==> src/rtl/irq_controller_if.sv <==
// Signal bundle between the CPU control unit (master) and irq_controller (slave).
interface irq_controller_if #(
    parameter int N = 4
);
    logic [N-1:0] irq;
    logic         mask_we;
    logic [N-1:0] mask_wd;
    logic         int_en;
    logic         int_ack;
    logic         reti;
    logic         int_req;
    logic [9:0]   vector;
    logic [N-1:0] pending;
    logic [N-1:0] in_service;
    logic [N-1:0] mask;

    modport master (
        output irq, mask_we, mask_wd, int_en, int_ack, reti,
        input  int_req, vector, pending, in_service, mask
    );

    modport slave (
        input  irq, mask_we, mask_wd, int_en, int_ack, reti,
        output int_req, vector, pending, in_service, mask
    );
endinterface

==> src/rtl/irq_controller.sv <==
// Prioritised, maskable interrupt controller with req/ack handshake to the CPU.
// Define IRQ_NESTING_EN to let higher-priority lines preempt an in-service level.
module irq_controller #(
    parameter int         N          = 4,
    parameter logic [9:0] VEC_BASE   = 10'h3C0,
    parameter int         VEC_STRIDE = 4
) (
    input logic             clk,
    input logic             reset,
    irq_controller_if.slave bus
);
    typedef enum logic [1:0] {IDLE, REQ, ISR} state_e;

    state_e       state_q, state_d;
    logic [N-1:0] irq_prev_q, irq_prev_d;
    logic [N-1:0] pending_q, pending_d;
    logic [N-1:0] mask_q, mask_d;
    logic [N-1:0] in_service_q, in_service_d;
    logic [N-1:0] req_sel_q, req_sel_d;
    logic [9:0]   vector_q, vector_d;

    logic [N-1:0] rise, isr_low, allow, elig, sel;
    logic         ack_take;

    function automatic logic [9:0] vec_of(input logic [N-1:0] onehot);
        int idx;
        idx = 0;
        for (int i = N - 1; i >= 0; i--) begin
            if (onehot[i]) idx = i;
        end
        return 10'((int'(VEC_BASE) + idx * VEC_STRIDE) % 1024);
    endfunction

    // NOTE: every always_comb output gets its default first so no latch is inferred;
    // state only changes in always_ff with non-blocking assignments.
    always_comb begin
        rise    = bus.irq & ~irq_prev_q;
        isr_low = in_service_q & (-in_service_q);
`ifdef IRQ_NESTING_EN
        allow   = (in_service_q == '0) ? '1 : (isr_low - N'(1));
`else
        allow   = (in_service_q == '0) ? '1 : '0;
`endif
        elig     = pending_q & mask_q & allow;
        sel      = elig & (-elig);
        ack_take = (state_q == REQ) && bus.int_ack;

        irq_prev_d = bus.irq;
        mask_d     = bus.mask_we ? bus.mask_wd : mask_q;

        // A fresh edge on the acknowledged line wins over the ack clear.
        pending_d = pending_q;
        if (ack_take) pending_d = pending_d & ~req_sel_q;
        pending_d = pending_d | rise;

        // reti retires the old level before the acknowledged one is added.
        in_service_d = in_service_q;
        if (bus.reti) in_service_d = in_service_d & ~isr_low;
        if (ack_take) in_service_d = in_service_d | req_sel_q;

        state_d   = state_q;
        req_sel_d = req_sel_q;
        vector_d  = vector_q;
        unique case (state_q)
            IDLE: begin
                if (bus.int_en && elig != '0) begin
                    state_d   = REQ;
                    req_sel_d = sel;
                    vector_d  = vec_of(sel);
                end
            end
            REQ: begin
                if (ack_take)         state_d = ISR;
                else if (!bus.int_en) state_d = IDLE;
            end
            ISR: begin
                if (in_service_d == '0) begin
                    state_d = IDLE;
                end else if (bus.int_en && elig != '0) begin
                    state_d   = REQ;
                    req_sel_d = sel;
                    vector_d  = vec_of(sel);
                end
            end
            default: state_d = IDLE;
        endcase
    end

    always_ff @(posedge clk or posedge reset) begin
        if (reset) begin
            state_q      <= IDLE;
            irq_prev_q   <= '0;
            pending_q    <= '0;
            mask_q       <= '0;
            in_service_q <= '0;
            req_sel_q    <= '0;
            vector_q     <= '0;
        end else begin
            state_q      <= state_d;
            irq_prev_q   <= irq_prev_d;
            pending_q    <= pending_d;
            mask_q       <= mask_d;
            in_service_q <= in_service_d;
            req_sel_q    <= req_sel_d;
            vector_q     <= vector_d;
        end
    end

    assign bus.int_req    = (state_q == REQ);
    assign bus.vector     = vector_q;
    assign bus.pending    = pending_q;
    assign bus.in_service = in_service_q;
    assign bus.mask       = mask_q;
endmodule

==> src/flat_wrapper.sv <==
// flat-port wrapper written by rule: the top's interface ports become plain ports
module irq_controller_flat 
#(
    parameter int         N          = 4,
    parameter logic [9:0] VEC_BASE   = 10'h3C0,
    parameter int         VEC_STRIDE = 4
)
  (clk, reset, bus_irq, bus_mask_we, bus_mask_wd, bus_int_en, bus_int_ack, bus_reti, bus_int_req, bus_vector, bus_pending, bus_in_service, bus_mask);
  irq_controller_if #(.N(N)) bus_i ();
  input logic clk;
  input logic reset;
  input wire logic [$bits(bus_i.irq)-1:0] bus_irq;
  input wire logic [$bits(bus_i.mask_we)-1:0] bus_mask_we;
  input wire logic [$bits(bus_i.mask_wd)-1:0] bus_mask_wd;
  input wire logic [$bits(bus_i.int_en)-1:0] bus_int_en;
  input wire logic [$bits(bus_i.int_ack)-1:0] bus_int_ack;
  input wire logic [$bits(bus_i.reti)-1:0] bus_reti;
  output wire logic [$bits(bus_i.int_req)-1:0] bus_int_req;
  output wire logic [$bits(bus_i.vector)-1:0] bus_vector;
  output wire logic [$bits(bus_i.pending)-1:0] bus_pending;
  output wire logic [$bits(bus_i.in_service)-1:0] bus_in_service;
  output wire logic [$bits(bus_i.mask)-1:0] bus_mask;
  assign bus_i.irq = bus_irq;
  assign bus_i.mask_we = bus_mask_we;
  assign bus_i.mask_wd = bus_mask_wd;
  assign bus_i.int_en = bus_int_en;
  assign bus_i.int_ack = bus_int_ack;
  assign bus_i.reti = bus_reti;
  assign bus_int_req = bus_i.int_req;
  assign bus_vector = bus_i.vector;
  assign bus_pending = bus_i.pending;
  assign bus_in_service = bus_i.in_service;
  assign bus_mask = bus_i.mask;
  irq_controller #(.N(N), .VEC_BASE(VEC_BASE), .VEC_STRIDE(VEC_STRIDE)) u_core (.clk(clk), .reset(reset), .bus(bus_i));
endmodule
==> config.mk <==
export PLATFORM = sky130hd
export DESIGN_NAME = irq_controller_flat
export DESIGN_NICKNAME = d
export VERILOG_FILES = /design/src/rtl/irq_controller_if.sv /design/src/rtl/irq_controller.sv /design/src/flat_wrapper.sv
export SDC_FILE = /design/constraint.sdc
export NUM_CORES = 1
export LEC_CHECK = 0
export BUFFER_PORTS_ARGS = -buffer_cell sky130_fd_sc_hd__buf_2
export CORE_AREA = 3 3 61 63
export CTS_CLUSTER_DIAMETER = 150
export CTS_CLUSTER_SIZE = 30
export DETAILED_ROUTE_END_ITERATION = 8
export DIE_AREA = 0 0 64 66
export GPL_TIMING_DRIVEN = 1
export PLACE_DENSITY_LB_ADDON = 0.05
export REMOVE_ABC_BUFFERS = 1
export SLEW_MARGIN = 20
export SYNTH_ARGS = -nofsm -noshare
export SYNTH_HDL_FRONTEND = slang
export SYNTH_SLANG_ARGS = --single-unit
export TNS_END_PERCENT = 20
==> constraint.sdc <==
create_clock -name clk -period 1.72 [get_ports clk]
set_input_delay 0.43 -clock clk [delete_from_list [all_inputs] [get_ports clk]]
set_output_delay 0.43 -clock clk [all_outputs]
set_load 0.1 [all_outputs]
==> results.yml <==
outcome:
  run_status: "finished, violations left"
  violations_in_the_final_reports: "setup timing"
cts:
  clockBufferDepth: 2
  maximum_level_of_the_cts_h_tree: 1
  cts_root_buffer: "sky130_fd_sc_hd__clkbuf_4"
  clock_sink_count: 25
  clock_latency_ns: 0.31
  clkSlewWorstSetupHoldPaths_ns: 0.13
  cts_tree: "built"
  cts-buffers-inserted: 3
die:
  io_pins: 37
  design.core.area_sq_um: 3280
  floorplan_die_height_microns: 66
  die_footprint_sq_um: 4220
  initial_utilization_pct: 33.8
  dieWidth_microns: 64
  row_count: 21
worst_setup_path:
  cpMaxStageDelayCell: "sky130_fd_sc_hd__or4_4"
  critical-path-top-delay-family: "simple AND/OR/NAND/NOR gates"
  critPathArrivalTime_ns: 2.02
  bufs_and_invs_on_worst_path: 0
  timing_worst_setup_path_type: "flip-flop to flip-flop"
  cp_cell_sequence: "or4_4, a311oi_2, nand3_2, mux2_2"
  crit_fanout: 7
  worst_ep_required_time_ns: 1.92
  timing.critical_path.slowest_cell_delay_ns: 0.54
  start_kind: "flip-flop"
  end_kind: "flip-flop"
timing:
  period_needed_ns: 1.82
  skew_ns: 0.00953
  period_share_pct: 106
  fmaxAchievable_mhz: 551
  fin_ws_ns: -0.0956
  hold_violations: 0
  slew_violations: 0
  rsz_0062_raised_after_global_routing: "true"
  setup_viol_count_final: 7
final_layout:
  antenna_cells: 0
  synthToLayoutAreaGrowth_pct: 26.1
  finalNonFillerCells: 191
  final_common_cell: "sky130_fd_sc_hd__buf_2"
  drive_gt1_share_pct: 39.3
  most-common-layout-cells: "27 x sky130_fd_sc_hd__buf_2, 25 x sky130_fd_sc_hd__dfrtp_1, 19 x sky130_fd_sc_hd__nand2_1"
  fill_cells: 362
  fin_util_pct: 42.7
  finish.net_count: 160
placement:
  detailedPlacementHpwl_mm: 1.81
  globalplace.congestion: 0.754
  placedCellCount: 186
  io_buffers: 32
logic_synthesis:
  synth_edf_count: 0
  yosys_most_used_dff: "sky130_fd_sc_hd__dfrtp_1"
  postSynth.asyncResetShare_pct: 100
  share_of_synthesized_area_occupied_by_flip_flops_and_latches_pct: 56.3
  synth.cell_area_sq_um: 1110
  synth.distinct_cells: 24
  synth_area_per_cell_sq_um: 10.6
  ys_warns: 0
  synth_seq_cells: 25
  syn-instance-count: 105
flow_run:
  drv_cap: 0
drt:
  detail_route.wirelength_mm: 2.30
  initialDrtViolationCount: 35
  via_per_inst: 4.44
  first_pass_iters: 4
  post-route-drc-count: 0
  detail-route-antenna-nets: 0
  drt-wirelength-per-cell_microns: 12.0
  number_of_vias_after_detailed_routing: 848
grt:
  gr-total-overflow: 0
  grt_start_max_net_pins: 26
  grt_pass1_wl_mm: 3.97
  antenna_violations_before_repair: 0
  globalRouteTotalUtil_pct: 12.5
  vias_in_the_first_global_route: 890
power:
  cellPowerDensity_nw_per_um2: 1670
  static-leakage-power_uw: 0.000718
  ir_worst_vdd_mv: 0.565
hold_path:
  worstHoldPathType: "input port to asynchronous set/reset pin"
## path summary, 6_finish.rpt
kind | from | endpoint | slack [ns] | depth (start not counted)
worst max register to register | u_core.bus.in_service[2]$_DFF_PP0_ | u_core.req_sel_q[1]$_DFFE_PP0P_ | -0.1 | 4
worst max-delay path | u_core.bus.in_service[2]$_DFF_PP0_ | u_core.req_sel_q[1]$_DFFE_PP0P_ | -0.1 | 4
worst min-delay path | reset | u_core.bus.vector[2]$_DFFE_PP0P_ | 0.14 | 3
min in group clk | bus_irq[2] | u_core.irq_prev_q[2]$_DFF_PP0_ | 0.23 | 1
max in group asynchronous | reset | u_core.bus.mask[2]$_DFFE_PP0P_ | 1.33 | 3
worst min register to register | u_core.irq_prev_q[3]$_DFF_PP0_ | u_core.bus.pending[3]$_DFF_PP0_ | 0.43 | 1
## power by group
part / total, uW / internal, uW / switching (uW)
Sequential: 798 / 717 / 81.3
Combinational: 1290 / 364 / 926
Clock: 252 / 90.5 / 161
## what timing repair did
action	CTS	global route
hold buffers	0	0
buffers inserted	0	1
gates resized for setup	0	5
pin swaps	2	1
endpoints found under the setup margin	8	13
endpoints found under the hold margin	0	0
## cells in the mapped netlist, types with 2 or more instances
| cell type | n | area share (%) |
|---|---|---|
| sky130_fd_sc_hd__nand3_1 | 2 | 0.90 |
| sky130_fd_sc_hd__inv_1 | 9 | 3.0 |
| sky130_fd_sc_hd__mux2_2 | 10 | 10 |
| sky130_fd_sc_hd__nor2b_1 | 2 | 1.1 |
| sky130_fd_sc_hd__o21ai_0 | 8 | 3.6 |
| sky130_fd_sc_hd__nor2_1 | 7 | 2.4 |
| sky130_fd_sc_hd__buf_4 | 7 | 4.7 |
| sky130_fd_sc_hd__a21oi_1 | 2 | 0.90 |
| sky130_fd_sc_hd__dfrtp_1 | 25 | 56 |
| sky130_fd_sc_hd__nand2_1 | 19 | 6.4 |
## logic make-up (layout without fill, tap and decap cells)
kind of cell	Yosys count	count (layout)	share of synthesized area (%)
and+or+nand+nor	36	36	15.4
DFF	25	25	56.3
AOI/OAI and AO/OA	17	17	10.0
buffers and inverters	16	53	7.77
muxes	10	10	10.1
other	1	4	0.338
## state kept, by name (all words and copies together) (netlist names)
| register | cells |
|---|---|
| u_core.bus.in_service | 4 |
| u_core.state_q | 2 |
| u_core.irq_prev_q | 4 |
| u_core.bus.vector | 3 |
| u_core.bus.mask | 4 |
| u_core.req_sel_q | 4 |
| u_core.bus.pending | 4 |
## worst min-delay path, cell delays in order
cell and delay, ns:
sky130_fd_sc_hd__buf_2 0.09, sky130_fd_sc_hd__inv_1 0.04, sky130_fd_sc_hd__buf_4 0.30
## routing by layer
| metal | wire length (microns) | GRT usage, % |
|---|---|---|
| met1 | 1050 | 16.0 |
| met5 | 0 | 0 |
| met3 | 108 | 1.87 |
| met4 | 45 | 7.28 |
| met2 | 1090 | 19.9 |
## layout make-up
class	count	area [sq um]	share of cell area, %
repair buffers	40	245	17.5
multi-input cells	67	413	29.5
clock buffers	4	26.3	1.88
well taps	46	57.6	4.11
inverters	9	33.8	2.41
flip-flops and latches	25	626	44.6
## metrics by stage
step	setup slack, ns	power [uW]	cell area [sq um]	hold slack, ns	setup TNS [ns]
5_1_grt	-0.199	2490	1400	0.155	-1.39
6_report	-0.0956	2340	1400	0.142	-0.564
4_1_cts	-0.119	2350	1380	0.138	-0.736
3_3_place_gp	-0.139	2080	1360	0.406	-0.916
3_5_place_dp	-0.164	2090	1360	0.417	-1.08
2_1_floorplan	-1.39	1790	1070	0.400	-11.72
Power figures use the tool's default switching activity.
